File: src/rtl/multiword_add_seq_if.sv
// multiword_add_seq_if: operand/result valid-ready bundle for the multiword add sequencer.
interface multiword_add_seq_if #(
    parameter int BW = 32,
    parameter int NW = 4
);
    logic              in_valid;
    logic              in_ready;
    logic [NW*BW-1:0]  in_a;
    logic [NW*BW-1:0]  in_b;
    logic              in_cin;
    logic              out_valid;
    logic              out_ready;
    logic [NW*BW-1:0]  out_sum;
    logic              out_cout;
    modport master (
        output in_valid, in_a, in_b, in_cin, out_ready,
        input  in_ready, out_valid, out_sum, out_cout
    );
    modport slave (
        input  in_valid, in_a, in_b, in_cin, out_ready,
        output in_ready, out_valid, out_sum, out_cout
    );
endinterface

File: src/rtl/multiword_add_seq.sv
// multiword_add_seq: drives a registered BW-bit adder one word per cycle to build an NW*BW-bit sum.
module multiword_add_seq #(
    parameter int BW = 32,
    parameter int NW = 4
) (
    input  logic           CLK,
    input  logic           RESETn,
    multiword_add_seq_if.slave bus,
    output logic [BW-1:0]  add_a,
    output logic [BW-1:0]  add_b,
    output logic           add_cin,
    input  logic [BW-1:0]  add_sum,
    input  logic           add_cout
);
    localparam int W  = NW * BW;
    localparam int IW = $clog2(NW);
    localparam logic [IW-1:0] LAST = IW'(NW - 1);
    localparam logic [1:0] IDLE  = 2'd0;
    localparam logic [1:0] ISSUE = 2'd1;
    localparam logic [1:0] DRAIN = 2'd2;
    localparam logic [1:0] DONE  = 2'd3;

    logic [1:0]             state;
    logic [IW-1:0]          idx;
    logic [W-1:0]           a_reg;
    logic [W-1:0]           b_reg;
    logic                   cin_reg;
    logic [(NW-1)*BW-1:0]   sum_reg;
    logic [W-1:0]           sum_out;
    logic                   cout_out;
    logic                   valid_out;

    assign bus.in_ready  = state == IDLE;
    assign bus.out_valid = valid_out;
    assign bus.out_sum   = sum_out;
    assign bus.out_cout  = cout_out;
    // Word 0 takes the operand carry; later words chain the adder's registered carry.
    assign add_cin = (state == ISSUE) && (idx == '0 ? cin_reg : add_cout);

    // Operand registers shift down one word per issue so the next word is always at the bottom.
    always_ff @(posedge CLK or negedge RESETn) begin
        if (!RESETn) begin
            state     <= IDLE;
            idx       <= '0;
            a_reg     <= '0;
            b_reg     <= '0;
            cin_reg   <= 1'b0;
            sum_reg   <= '0;
            sum_out   <= '0;
            cout_out  <= 1'b0;
            valid_out <= 1'b0;
            add_a     <= '0;
            add_b     <= '0;
        end else begin
            case (state)
                IDLE: if (bus.in_valid) begin
                    a_reg   <= bus.in_a >> BW;
                    b_reg   <= bus.in_b >> BW;
                    add_a   <= bus.in_a[BW-1:0];
                    add_b   <= bus.in_b[BW-1:0];
                    cin_reg <= bus.in_cin;
                    idx     <= '0;
                    state   <= ISSUE;
                end
                ISSUE: begin
                    add_a <= a_reg[BW-1:0];
                    add_b <= b_reg[BW-1:0];
                    a_reg <= a_reg >> BW;
                    b_reg <= b_reg >> BW;
                    if (idx != '0) sum_reg[(int'(idx) - 1) * BW +: BW] <= add_sum;
                    idx   <= idx == LAST ? '0 : idx + 1'b1;
                    state <= idx == LAST ? DRAIN : ISSUE;
                end
                DRAIN: begin
                    sum_out   <= {add_sum, sum_reg};
                    cout_out  <= add_cout;
                    valid_out <= 1'b1;
                    state     <= DONE;
                end
                DONE: if (bus.out_ready) begin
                    valid_out <= 1'b0;
                    state     <= IDLE;
                end
            endcase
        end
    end
endmodule

File: src/flat_wrapper.sv
// flat-port wrapper written by rule: the top's interface ports become plain ports
module multiword_add_seq_flat 
#(
    parameter int BW = 32,
    parameter int NW = 4
)
  (CLK, RESETn, add_a, add_b, add_cin, add_sum, add_cout, bus_in_valid, bus_in_a, bus_in_b, bus_in_cin, bus_out_ready, bus_in_ready, bus_out_valid, bus_out_sum, bus_out_cout);
  multiword_add_seq_if #(.BW(BW), .NW(NW)) bus_i ();
  input  logic CLK;
  input  logic RESETn;
  output logic [BW-1:0] add_a;
  output logic [BW-1:0] add_b;
  output logic add_cin;
  input  logic [BW-1:0] add_sum;
  input  logic add_cout;
  input wire logic [$bits(bus_i.in_valid)-1:0] bus_in_valid;
  input wire logic [$bits(bus_i.in_a)-1:0] bus_in_a;
  input wire logic [$bits(bus_i.in_b)-1:0] bus_in_b;
  input wire logic [$bits(bus_i.in_cin)-1:0] bus_in_cin;
  input wire logic [$bits(bus_i.out_ready)-1:0] bus_out_ready;
  output wire logic [$bits(bus_i.in_ready)-1:0] bus_in_ready;
  output wire logic [$bits(bus_i.out_valid)-1:0] bus_out_valid;
  output wire logic [$bits(bus_i.out_sum)-1:0] bus_out_sum;
  output wire logic [$bits(bus_i.out_cout)-1:0] bus_out_cout;
  assign bus_i.in_valid = bus_in_valid;
  assign bus_i.in_a = bus_in_a;
  assign bus_i.in_b = bus_in_b;
  assign bus_i.in_cin = bus_in_cin;
  assign bus_i.out_ready = bus_out_ready;
  assign bus_in_ready = bus_i.in_ready;
  assign bus_out_valid = bus_i.out_valid;
  assign bus_out_sum = bus_i.out_sum;
  assign bus_out_cout = bus_i.out_cout;
  multiword_add_seq #(.BW(BW), .NW(NW)) u_core (.CLK(CLK), .RESETn(RESETn), .bus(bus_i), .add_a(add_a), .add_b(add_b), .add_cin(add_cin), .add_sum(add_sum), .add_cout(add_cout));
endmodule
File: config.mk
export PLATFORM = sky130hd
export DESIGN_NAME = multiword_add_seq_flat
export DESIGN_NICKNAME = d
export VERILOG_FILES = /design/src/rtl/multiword_add_seq_if.sv /design/src/rtl/multiword_add_seq.sv /design/src/flat_wrapper.sv
export SDC_FILE = /design/constraint.sdc
export NUM_CORES = 1
export LEC_CHECK = 0
export ABC_AREA = 1
export BUFFER_PORTS_ARGS = -buffer_cell sky130_fd_sc_hd__buf_2
export CORE_MARGIN = 8
export CORE_UTILIZATION = 50
export CTS_BUF_LIST = sky130_fd_sc_hd__clkbuf_2
export DETAILED_ROUTE_END_ITERATION = 6
export GPL_TIMING_DRIVEN = 0
export HOLD_SLACK_MARGIN = 0.08
export PLACE_DENSITY = 0.75
export RECOVER_POWER = 25
export SETUP_SLACK_MARGIN = 0.05
export SYNTH_ARGS = -nofsm -noshare
export SYNTH_HDL_FRONTEND = slang
export SYNTH_SLANG_ARGS = --single-unit
File: constraint.sdc
create_clock -name CLK -period 3.55 [get_ports CLK]
set_input_delay 0.355 -clock CLK [delete_from_list [all_inputs] [get_ports CLK]]
set_output_delay 0.355 -clock CLK [all_outputs]
set_load 0.01 [all_outputs]
-- Word level (Yosys, flattened, before mapping)
Cells that the tools add are included.
Widths: inputs -> output; s select.
- register bits after elaboration: 551
- latch bits: 0
- memory bits (writable): 0
- ROM bits: 0
- output and inout bits: 196
- logic and storage cells: 52
- memories: 0
- add/subtract/negate cells: 3
- multipliers: 0
- div/mod/pow operators: 0
- order comparisons: 0
- eq/ne operators: 6
- shift operators: 2
- mux-type cells: 19
- bitwise logic cells: 0
- reductions and logical operators: 11
- operators with widths (kind ; count):
    $pmux 128 s2 ; 2
    $mux 128 ; 2
    $pmux 32 s2 ; 2
    $bwmux 96 ; 1
    $shift 32x33->96 const A ; 1
    $shiftx 32x33->96 ; 1
    $mux 32 ; 2
    $neg 32->33 ; 1
    $mux 2 ; 5
    $reduce_and 2->1 ; 5
    $pmux 2 s4 ; 1
    $eq 2x2->1 const B ; 3
    $reduce_bool 2->1 ; 3
    $logic_not 2->1 ; 2
    $ne 2x2->1 const B ; 2
    $pmux 2 s2 ; 1
    $sub 2x1->3 const B ; 1
    $add 2x1->2 const B ; 1
    $eq 2x1->1 const B ; 1
    $mux 1 ; 2
    $pmux 1 s2 ; 1
    $logic_and 1x1->1 ; 1

-- Longest topological paths before layout
Gate-level depths: netlist of run 1.
- word-level depth: 4
- depth in mapped cells: 9
- gate-level depth less buffers: 8

-- Worst setup path after synthesis of run 1
No wires, ideal clock.
- path kind: register to register
- from: register u_core.idx[0]
- to: register u_core.sum_reg[34]
- arrival: 1.651 ns
- data required time: 3.432 ns
- path slack: 1.781 ns
- cell stages (with the launch flop): 10
- cells stage by stage: dfrtp_1 > inv_1 > ha_1 > inv_1 > nand3_1 > nor2_1 > inv_1 > clkbuf_1 > nand2_1 > nand2_1
- word-level cells in the longest chain between the ends: 4
- elaborated cells on any way between the ends: 7
- those cells by class: add/sub (2); shift (2); mux (1); reduce/logical (2)
- RTL lines (item ; line ; text):
    start: declaration ; multiword_add_seq.sv:24 ; logic [IW-1:0] idx;
    start signal: assignment ; multiword_add_seq.sv:71 ; idx <= idx == LAST ? '0 : idx + 1'b1;
    $sub 2x1->3 ; multiword_add_seq.sv:70 ; if (idx != '0) sum_reg[(int'(idx) - 1) * BW +: BW] <= add_sum;
    $neg 32->33 ; multiword_add_seq.sv:70 ;
    $shiftx 32x33->96 / $shift 32x33->96 (equally long branches) ; multiword_add_seq.sv:70 ;
    $bwmux 96 ; multiword_add_seq.sv:70 ;
    end signal: indexed assignment ; multiword_add_seq.sv:70 ;
    end: declaration ; multiword_add_seq.sv:28 ; logic [(NW-1)*BW-1:0] sum_reg;
Several ways; a longest one is shown, not always the timed one.
A chain may end at the register's enable or synchronous reset.

-- Worst setup path after layout of run 1
- from: register u_core.state[0]
- to: output add_cin
- word-level cells in the longest chain between the ends: 2
- RTL lines (item ; line ; text):
    start: declaration ; multiword_add_seq.sv:23 ; logic [1:0] state;
    start signal: assignment ; multiword_add_seq.sv:72 ; state <= idx == LAST ? DRAIN : ISSUE;
    $eq 2x1->1 ; multiword_add_seq.sv:38 ; assign add_cin = (state == ISSUE) && (idx == '0 ? cin_reg : add_cout);
    $logic_and 1x1->1 ; multiword_add_seq.sv:38 ;
    end: declaration ; flat_wrapper.sv:13 ; output logic add_cin;
Every way passes these cells.

==> results of run 1 <==
==> cell families after synthesis <==
kind of cell | Yosys count | share of synthesized area (%)
and+or+nand+nor | 1661 | 30.9
DFF | 487 | 57.3
buffers and inverters | 320 | 6.04
AOI/OAI and AO/OA | 232 | 5.46
adders and majority gates | 6 | 0.353
==> final cells by class <==
class,count,area [um^2],share of cell area [%]
Antenna cell,17,42.5,0.136
Buffer,177,754,2.41
Clock buffer,200,1000,3.20
Clock inverter,29,221,0.709
Inverter,143,541,1.73
Multi-Input combinational cell,1899,7820,25.0
Sequential cell,487,12200,39.0
Tap cell,539,674,2.16
Timing Repair Buffer,1044,8020,25.6
==> through the flow <==
step,setup TNS [ns],instances
floorplan,0,2706
global placement,-3633.26,3734
detailed placement,0,3738
CTS,0,4517
global route,0,4529
finish,0,4535
==> power breakdown <==
| group | internal, mW | leakage, nW | switching, mW | total (mW) |
|---|---|---|---|---|
| combinational | 3.73 | 9.91 | 8.49 | 12.2 |
| clock | 1.78 | 0.967 | 2.59 | 4.37 |
| sequential | 7.98 | 6.26 | 1.53 | 9.51 |
==> final timing paths <==
path                                                 endpoint  slack [ns]                          startpoint
setup / recovery                                      add_cin        0.20         u_core.state[0]$_DFFE_PN0P_
setup reg to reg                   u_core.cin_reg$_DFFE_PN0P_        0.69         u_core.state[0]$_DFFE_PN0P_
min in group asynchronous  u_core.bus.out_sum[22]$_DFFE_PN0P_        1.20                              RESETn
max in group asynchronous      u_core.sum_reg[83]$_DFFE_PN0P_        0.65                              RESETn
hold / removal                   u_core.b_reg[40]$_DFFE_PN0P_        0.10                        bus_in_b[72]
hold reg to reg            u_core.bus.out_sum[85]$_DFFE_PN0P_        0.48  u_core.bus.out_sum[85]$_DFFE_PN0P_
==> layer usage <==
layer | GRT usage, % | up-vias | routed length, um
met3 | 16.3 | 774 | 12500
li1 | - | 10900 | -
met4 | 28.7 | 20 | 8560
met5 | 0.604 | - | 113
met2 | 63.1 | 2325 | 45000
met1 | 44.1 | 12000 | 34500
==> cells in the mapped netlist <==
cell,number,area [um^2]
or2_2,1,6.26
inv_2,2,7.51
o21ai_1,16,80.1
clkbuf_1,100,375
o22ai_1,1,6.26
ha_1,6,75.1
dfrtp_1,487,12200
buf_1,15,56.3
buf_2,59,295
nor2_2,1,6.26
inv_1,141,529
o21ai_0,214,1070
a21oi_1,1,5.00
nand2_1,1325,4970
nor2_1,71,267
buf_4,3,22.5
nand3b_1,1,7.51
nand3_1,262,1310
==> worst max-delay path: stages, from the launching register on <==
cell and delay (ns):
dfrtp_1 0.46, clkinvlp_4 0.16, nor2_4 0.18, buf_4 0.22
buf_4 0.24, o21ai_1 0.13, a21oi_2 0.28, buf_2 0.20
==> what timing repair did <==
| item | CTS | global route |
|---|---|---|
| setup endpoints to repair | 1 | 0 |
| gates resized for setup | 5 | 0 |
| endpoints found under the hold margin | 682 | 1 |
| setup buffers | 2 | 0 |
| hold buffers | 548 | 1 |
==> run metrics, run 1 <==
Worst Slack Setup Final=0.196 ns; Longest Clk Path Bufs=3; syn_nets=3006; Port Buffer Count=489; Worst Path Required=3.19 ns; nets=4185; DIE WIDTH=222 um; final setup vio count=0; Max FO, Critical Path=10; GRT Total Usage=40.3%; hpwl dp=58700 um; number of distinct library cells after synthesis=18; CTS tree=built; grt total ovfl=0; Slew Viols, Final=296; via count=26000; initial antenna violation count=27; final worst path period need=3.35 ns; hold_ws=0.103 ns; P_leak=17.1 nW; failing checks=DRC, capacitance limit, slew limit; Post-DP Area=24500 um^2; Antenna Nets Post-Route=0; Core Footprint=41900 um^2; largest net degree at the start of global routing=122; Root Buffer Master=clkbuf_2; FF-to-FF path depth=6; Place WS=0.586 ns; sequential share of the synthesized area=57.3%; Die ar.=49400 um^2; vias in the first global route=27100; Vias/cell=5.73; worst hold stages=6; max reg flops=128; period utilization=94.5%; area grow syn2layout=46.9%; DR pass1 iterations=7; Worst-path clk slew=0.09 ns; num rows=75; cts bufs inserted=133; actual slew at the worst max-slew pin=2.54 ns; syn avg cell area=7.86 um^2; Total Wirelength=101000 um; post-route cell area=31300 um^2; commonest non-fill, non-tap cell in the layout=nand2_1; final routed DRC violation total=40; clock net sink count=487; Startpoint Class=register; Max VDD drop=0.000501 V; Final Hold Vio Count=0; initial DRC count=3366; first-pass GRT wire length=155000 um; Post-Synthesis Cells=2706; Layout fillers=2758; most frequent cells in the layout=nand2_1 (1325), dlygate4sd3_1 (548), buf_2 (546), dfrtp_1 (487), nand3_1 (262); Yosys reg bits=487; fmax=0.298 GHz; PD cells=835 nW/um^2; gpl congestion=1.00; RSZ-0062 raised after global routing=false; Hold Crit Class=in -> reg; Crit. End Element=output port; Core Util, Final=74.5%; MaxCap Viol Count=3; overall power=26.1 mW; WL per Instance=22.2 um; Max-slew headroom=-69.5%; Crit Path Class=reg -> out; latest clock arrival within the worst-skew pair=1.21 ns; Cell Area, Synth=21300 um^2; Synth Warn #=0; crit path DAT=3.00 ns; chip height=222 um; outcome=complete, but fails checks; share of cells above drive strength 1=19.7%; top-level I/O count=490; Final Skew=0.0910 ns; CTS H-tree depth=4; starting density of the core=50.7%
Power figures use the tool's default switching activity.
==> run 2: changes to the inputs <==
ABC_AREA = not set   (was 1)
clock period = 3.3 ns   (was 3.55 ns; I/O delays follow)
==> run 2 against run 1 <==
Compared with the run above:
- synthesized cell count down 31%
- the flow now stops in clock tree synthesis (4_1_cts)
- area after synthesis down 1.2%
==> run metrics, run 2 <==
Synth Warn #=0 (unchanged); hpwl dp=54400 um (was 58700 um); clock net sink count=487 (unchanged); num rows=75 (unchanged); Port Buffer Count=489 (unchanged); Post-Synth XOR/XNOR Area=0% (unchanged); Hold Buf Count CTS=627 (was 548); Root Buffer Master=clkbuf_2 (unchanged); most frequent cells after synthesis=dfrtp_1 (487), o21ai_0 (237), nor2b_1 (195), a21oi_1 (194), a22oi_1 (192) (was nand2_1 (1325), dfrtp_1 (487), nand3_1 (262), o21ai_0 (214), inv_1 (141)); Synth Area in Simple Gates=8.10% (was 30.9%); Yosys reg bits=487 (unchanged); most frequent cell after synthesis=dfrtp_1 (was nand2_1); sequential share of the synthesized area=58.0% (was 57.3%); Halt Stage=clock tree synthesis (4_1_cts); CTS H-tree depth=4 (unchanged); top-level I/O count=490 (unchanged); post-synthesis mux area share=7.01% (was 0%); DIE WIDTH=221 um (was 222 um); chip height=221 um (was 222 um); number of distinct library cells after synthesis=30 (was 18); outcome=stopped before the end (was complete, but fails checks); share of the synthesized area in the top cell type=58.0% (was 57.3%); cts bufs inserted=132 (was 133); cell accounting for the most synthesized area=dfrtp_1 (unchanged); Post-synth EDFFs=0 (unchanged); Adder-Cell Fraction of Synth Area=0.357% (was 0.353%); Top FF cell, synth=dfrtp_1 (unchanged); Place WS=0.963 ns (was 0.586 ns); starting density of the core=50.3% (was 50.7%); Err=[ERROR RSZ-0060] Max buffer count reached.; Synth Area in Compound Gates=21.7% (was 5.46%); main combinational cell family by area after synthesis=compound AO/OA/AOI/OAI gates (was simple AND/OR/NAND/NOR gates); syn_nets=2176 (was 3006); Post-DP Area=24300 um^2 (was 24500 um^2); Cell Area, Synth=21000 um^2 (was 21300 um^2); Setup Fix Bufs, Post-CTS=0 (was 2); syn avg cell area=11.2 um^2 (was 7.86 um^2); top cells by area, synth=dfrtp_1 (58%), mux2_2 (7.0%), a22oi_1 (6.9%), nor2b_1 (5.8%), o21ai_0 (5.6%) (was dfrtp_1 (57%), nand2_1 (23%), nand3_1 (6.2%), o21ai_0 (5.0%), inv_1 (2.5%)); CTS resizes=2 (was 5); Post-Synthesis Cells=1876 (was 2706); gpl congestion=0.912 (was 1.00); Longest Clk Path Bufs=3 (unchanged); async set-or-reset flop fraction in the synthesized netlist=100% (unchanged)
[run 2: cell count changes after synthesis, sizes merged, moves of 27 or more]
| cell | change |
|---|---|
| a21oi | +193 |
| a22o | +96 |
| a22oi | +192 |
| inv | -76 |
| mux2 | +130 |
| nand2 | -1318 |
| nand3 | -196 |
| nor2 | -70 |
| nor2b | +195 |
| o21ai | +27 |
[run 2: logic make-up after synthesis]
logic type | count (synthesis)
AO/OA/AOI/OAI | 742
adder cells (fa/ha/maj) | 6
buffers and inverters | 231
flip-flops | 487
multiplexers | 131
AND/OR/NAND/NOR | 279
[run 2: metrics by stage]
| step | std cells | util (%) |
|---|---|---|
| 2_1_floorplan | 1876 | - |
| 3_3_place_gp | 2904 | 57.8 |
| 3_5_place_dp | 2908 | 58.1 |
==> run 3: changes to the inputs <==
CORE_UTILIZATION = 35   (was 50)
CTS_BUF_LIST = not set   (was sky130_fd_sc_hd__clkbuf_2)
HOLD_SLACK_MARGIN = not set   (was 0.08)
PLACE_DENSITY = not set   (was 0.75)
PLACE_DENSITY_LB_ADDON = 0.15   (was not set)
SETUP_SLACK_MARGIN = not set   (was 0.05)
==> run 3 against run 2 <==
Compared with the run above:
- the flow now finishes, with violations (capacitance limit, slew limit)
- synthesized cell count stayed put
- area after synthesis did not move
==> run metrics, run 3 <==
outcome=complete, but fails checks (was stopped before the end); failing checks=capacitance limit, slew limit; nets=2925; final routed DRC violation total=0; hpwl dp=59500 um (was 54400 um); crit path DAT=2.72 ns; chip height=261 um (was 221 um); P_leak=13.5 nW; Worst-path clk slew=0.06 ns; WL per Instance=23.6 um; Max-slew headroom=-14.0%; Core Footprint=59900 um^2; Total Wirelength=81700 um; commonest non-fill, non-tap cell in the layout=buf_2; initial antenna violation count=14; async set-or-reset flop fraction in the synthesized netlist=100% (unchanged); Hold Startpoint=bus_in_b[84]; Vias/cell=5.29; Layout fillers=5630; final worst path period need=3.05 ns; most frequent cell after synthesis=dfrtp_1 (unchanged); overall power=24.1 mW; number of distinct library cells after synthesis=30 (unchanged); cts bufs inserted=55 (was 132); Root Buffer Master=clkbuf_16 (was clkbuf_2); Top FF cell, synth=dfrtp_1 (unchanged); Post-Synth XOR/XNOR Area=0% (unchanged); Post-Synthesis Cells=1876 (unchanged); Worst Slack Setup Final=0.251 ns; syn avg cell area=11.2 um^2 (unchanged); Max FO, Critical Path=10; Final Hold Vio Count=0; via count=18300; DIE WIDTH=261 um (was 221 um); Synth Area in Compound Gates=21.7% (unchanged); MaxCap Viol Count=2; Crit Path Class=reg -> out; Worst Setup SP=u_core.state[0]$_DFFE_PN0P_; max reg flops=128; Synth Area in Simple Gates=8.10% (unchanged); GR peak layer=met2; PD cells=845 nW/um^2; Worst Path Required=2.97 ns; Startpoint Class=register; actual slew at the worst max-slew pin=1.71 ns; Antenna Nets Post-Route=0; Hold Crit Class=in -> reg; most frequent cells after synthesis=dfrtp_1 (487), o21ai_0 (237), nor2b_1 (195), a21oi_1 (194), a22oi_1 (192) (unchanged); Reg-to-Reg Start=u_core.idx[0]$_DFFE_PN0P_; Post-synth EDFFs=0 (unchanged); largest net degree at the start of global routing=118; GRT met1 Usage=30.7%; Synth Warn #=0 (unchanged); Slew Viols, Final=224; Setup Fix Bufs, Post-CTS=0 (unchanged); cell accounting for the most synthesized area=dfrtp_1 (unchanged); Die ar.=68100 um^2; Longest Clk Path Bufs=3 (unchanged); M2 GR Usage=38.6%; post-synthesis mux area share=7.01% (unchanged); Cell Area, Synth=21000 um^2 (unchanged); share of the synthesized area in the top cell type=58.0% (unchanged); fmax=0.328 GHz; syn_nets=2176 (unchanged); met3 usage=4.47%; first-pass GRT wire length=121000 um; area grow syn2layout=35.5%; share of cells above drive strength 1=28.9%; CTS H-tree depth=2 (was 4); grt total ovfl=0; latest clock arrival within the worst-skew pair=0.62 ns; Adder-Cell Fraction of Synth Area=0.357% (unchanged); initial DRC count=1174; sequential share of the synthesized area=58.0% (unchanged); Port Buffer Count=489 (unchanged); final setup vio count=0; Place WS=0.844 ns (was 0.963 ns); clock net sink count=487 (unchanged); Yosys reg bits=487 (unchanged); Max VDD drop=0.000477 V; GRT Total Usage=23.2%; CTS tree=built; starting density of the core=35.1% (was 50.3%); Crit. End Element=output port; top-level I/O count=490 (unchanged); gpl congestion=0.844 (was 0.912); top cells by area, synth=dfrtp_1 (58%), mux2_2 (7.0%), a22oi_1 (6.9%), nor2b_1 (5.8%), o21ai_0 (5.6%) (unchanged); vias in the first global route=19200; DR pass1 iterations=5; num rows=90 (was 75); main combinational cell family by area after synthesis=compound AO/OA/AOI/OAI gates (unchanged); period utilization=92.4%; most frequent cells in the layout=buf_2 (525), dfrtp_1 (487), o21ai_0 (237), dlygate4sd3_1 (199), nor2b_1 (195); Final Skew=0.0427 ns; RSZ-0062 raised after global routing=false
## run 3: cell type report
type                    instances  area [um^2]  share of cell area, %
multi-input cells            1158         7810                   27.4
diodes                         11         27.5                 0.0967
clock inverters                17          320                   1.12
flip-flops and latches        487        12200                   42.8
clock buffers                  80         1640                   5.76
well taps                     782          978                   3.44
plain buffers                 164          768                   2.70
inverters                      67          251                  0.883
repair buffers                692         4490                   15.8
## run 3: what timing repair did
action / CTS / global route
hold buffers: 198 / 1
endpoints found under the hold margin: 304 / 1
gates resized for setup: 0 / 0
## run 3: worst max-delay path, stage by stage, from the launching register on
cell and delay (ns):
dfrtp_1 0.42, buf_4 0.24, clkbuf_1 0.63, clkbuf_1 0.48, nor2_1 0.15, buf_2 0.18
## run 3: final timing paths
check,cells after the start,to,slack (ns)
max,5,bus_in_ready,0.25
min,3,u_core.b_reg[52]$_DFFE_PN0P_,0.03
max reg2reg,7,u_core.sum_reg[6]$_DFFE_PN0P_,0.96
min reg2reg,1,u_core.bus.out_valid$_DFFE_PN0P_,0.48
max in group asynchronous,4,u_core.bus.out_sum[84]$_DFFE_PN0P_,0.76
min in group asynchronous,2,u_core.add_b[26]$_DFFE_PN0P_,0.18
## run 3: cells by family (layout without fill, tap and decap cells)
family          count (synthesis)  in the layout
other cells                     0             11
buf+inv                       231           1020
compound gates                742            742
simple gates                  279            279
fa+ha+maj                       6              6
mux                           131            131
flops                         487            487
## run 3: layer usage
layer / up-vias / part of all wire (%)
met2: 577 / 48
met3: 120 / 6.0
li1: 8268 / -
met1: 9316 / 43
met5: - / 0.067
met4: 8 / 2.5
## run 3: metrics by stage
| stage | std cells | setup TNS [ns] | hold WS [ns] | cell area, um^2 | util [%] |
|---|---|---|---|---|---|
| 4_1_cts | 3446 | 0 | 0.000213 | 28500 | 47.6 |
| 5_1_grt | 3454 | 0 | 0.00733 | 28500 | 47.5 |
| 3_3_place_gp | 3147 | -3977.06 | 0.465 | 24400 | 40.8 |
| 3_5_place_dp | 3151 | 0 | 0.266 | 24600 | 41.0 |
| 6_report | 3458 | 0 | 0.0275 | 28500 | 47.5 |
| 2_1_floorplan | 1876 | 0 | 0.0344 | 21000 | - |
## run 3: power breakdown
group / switching (mW) / total (mW) / internal [mW]
Clock: 2.63 / 6.62 / 4.00
Sequential: 1.33 / 9.25 / 7.92
Combinational: 4.89 / 8.18 / 3.29
Total: 8.85 / 24.1 / 15.2
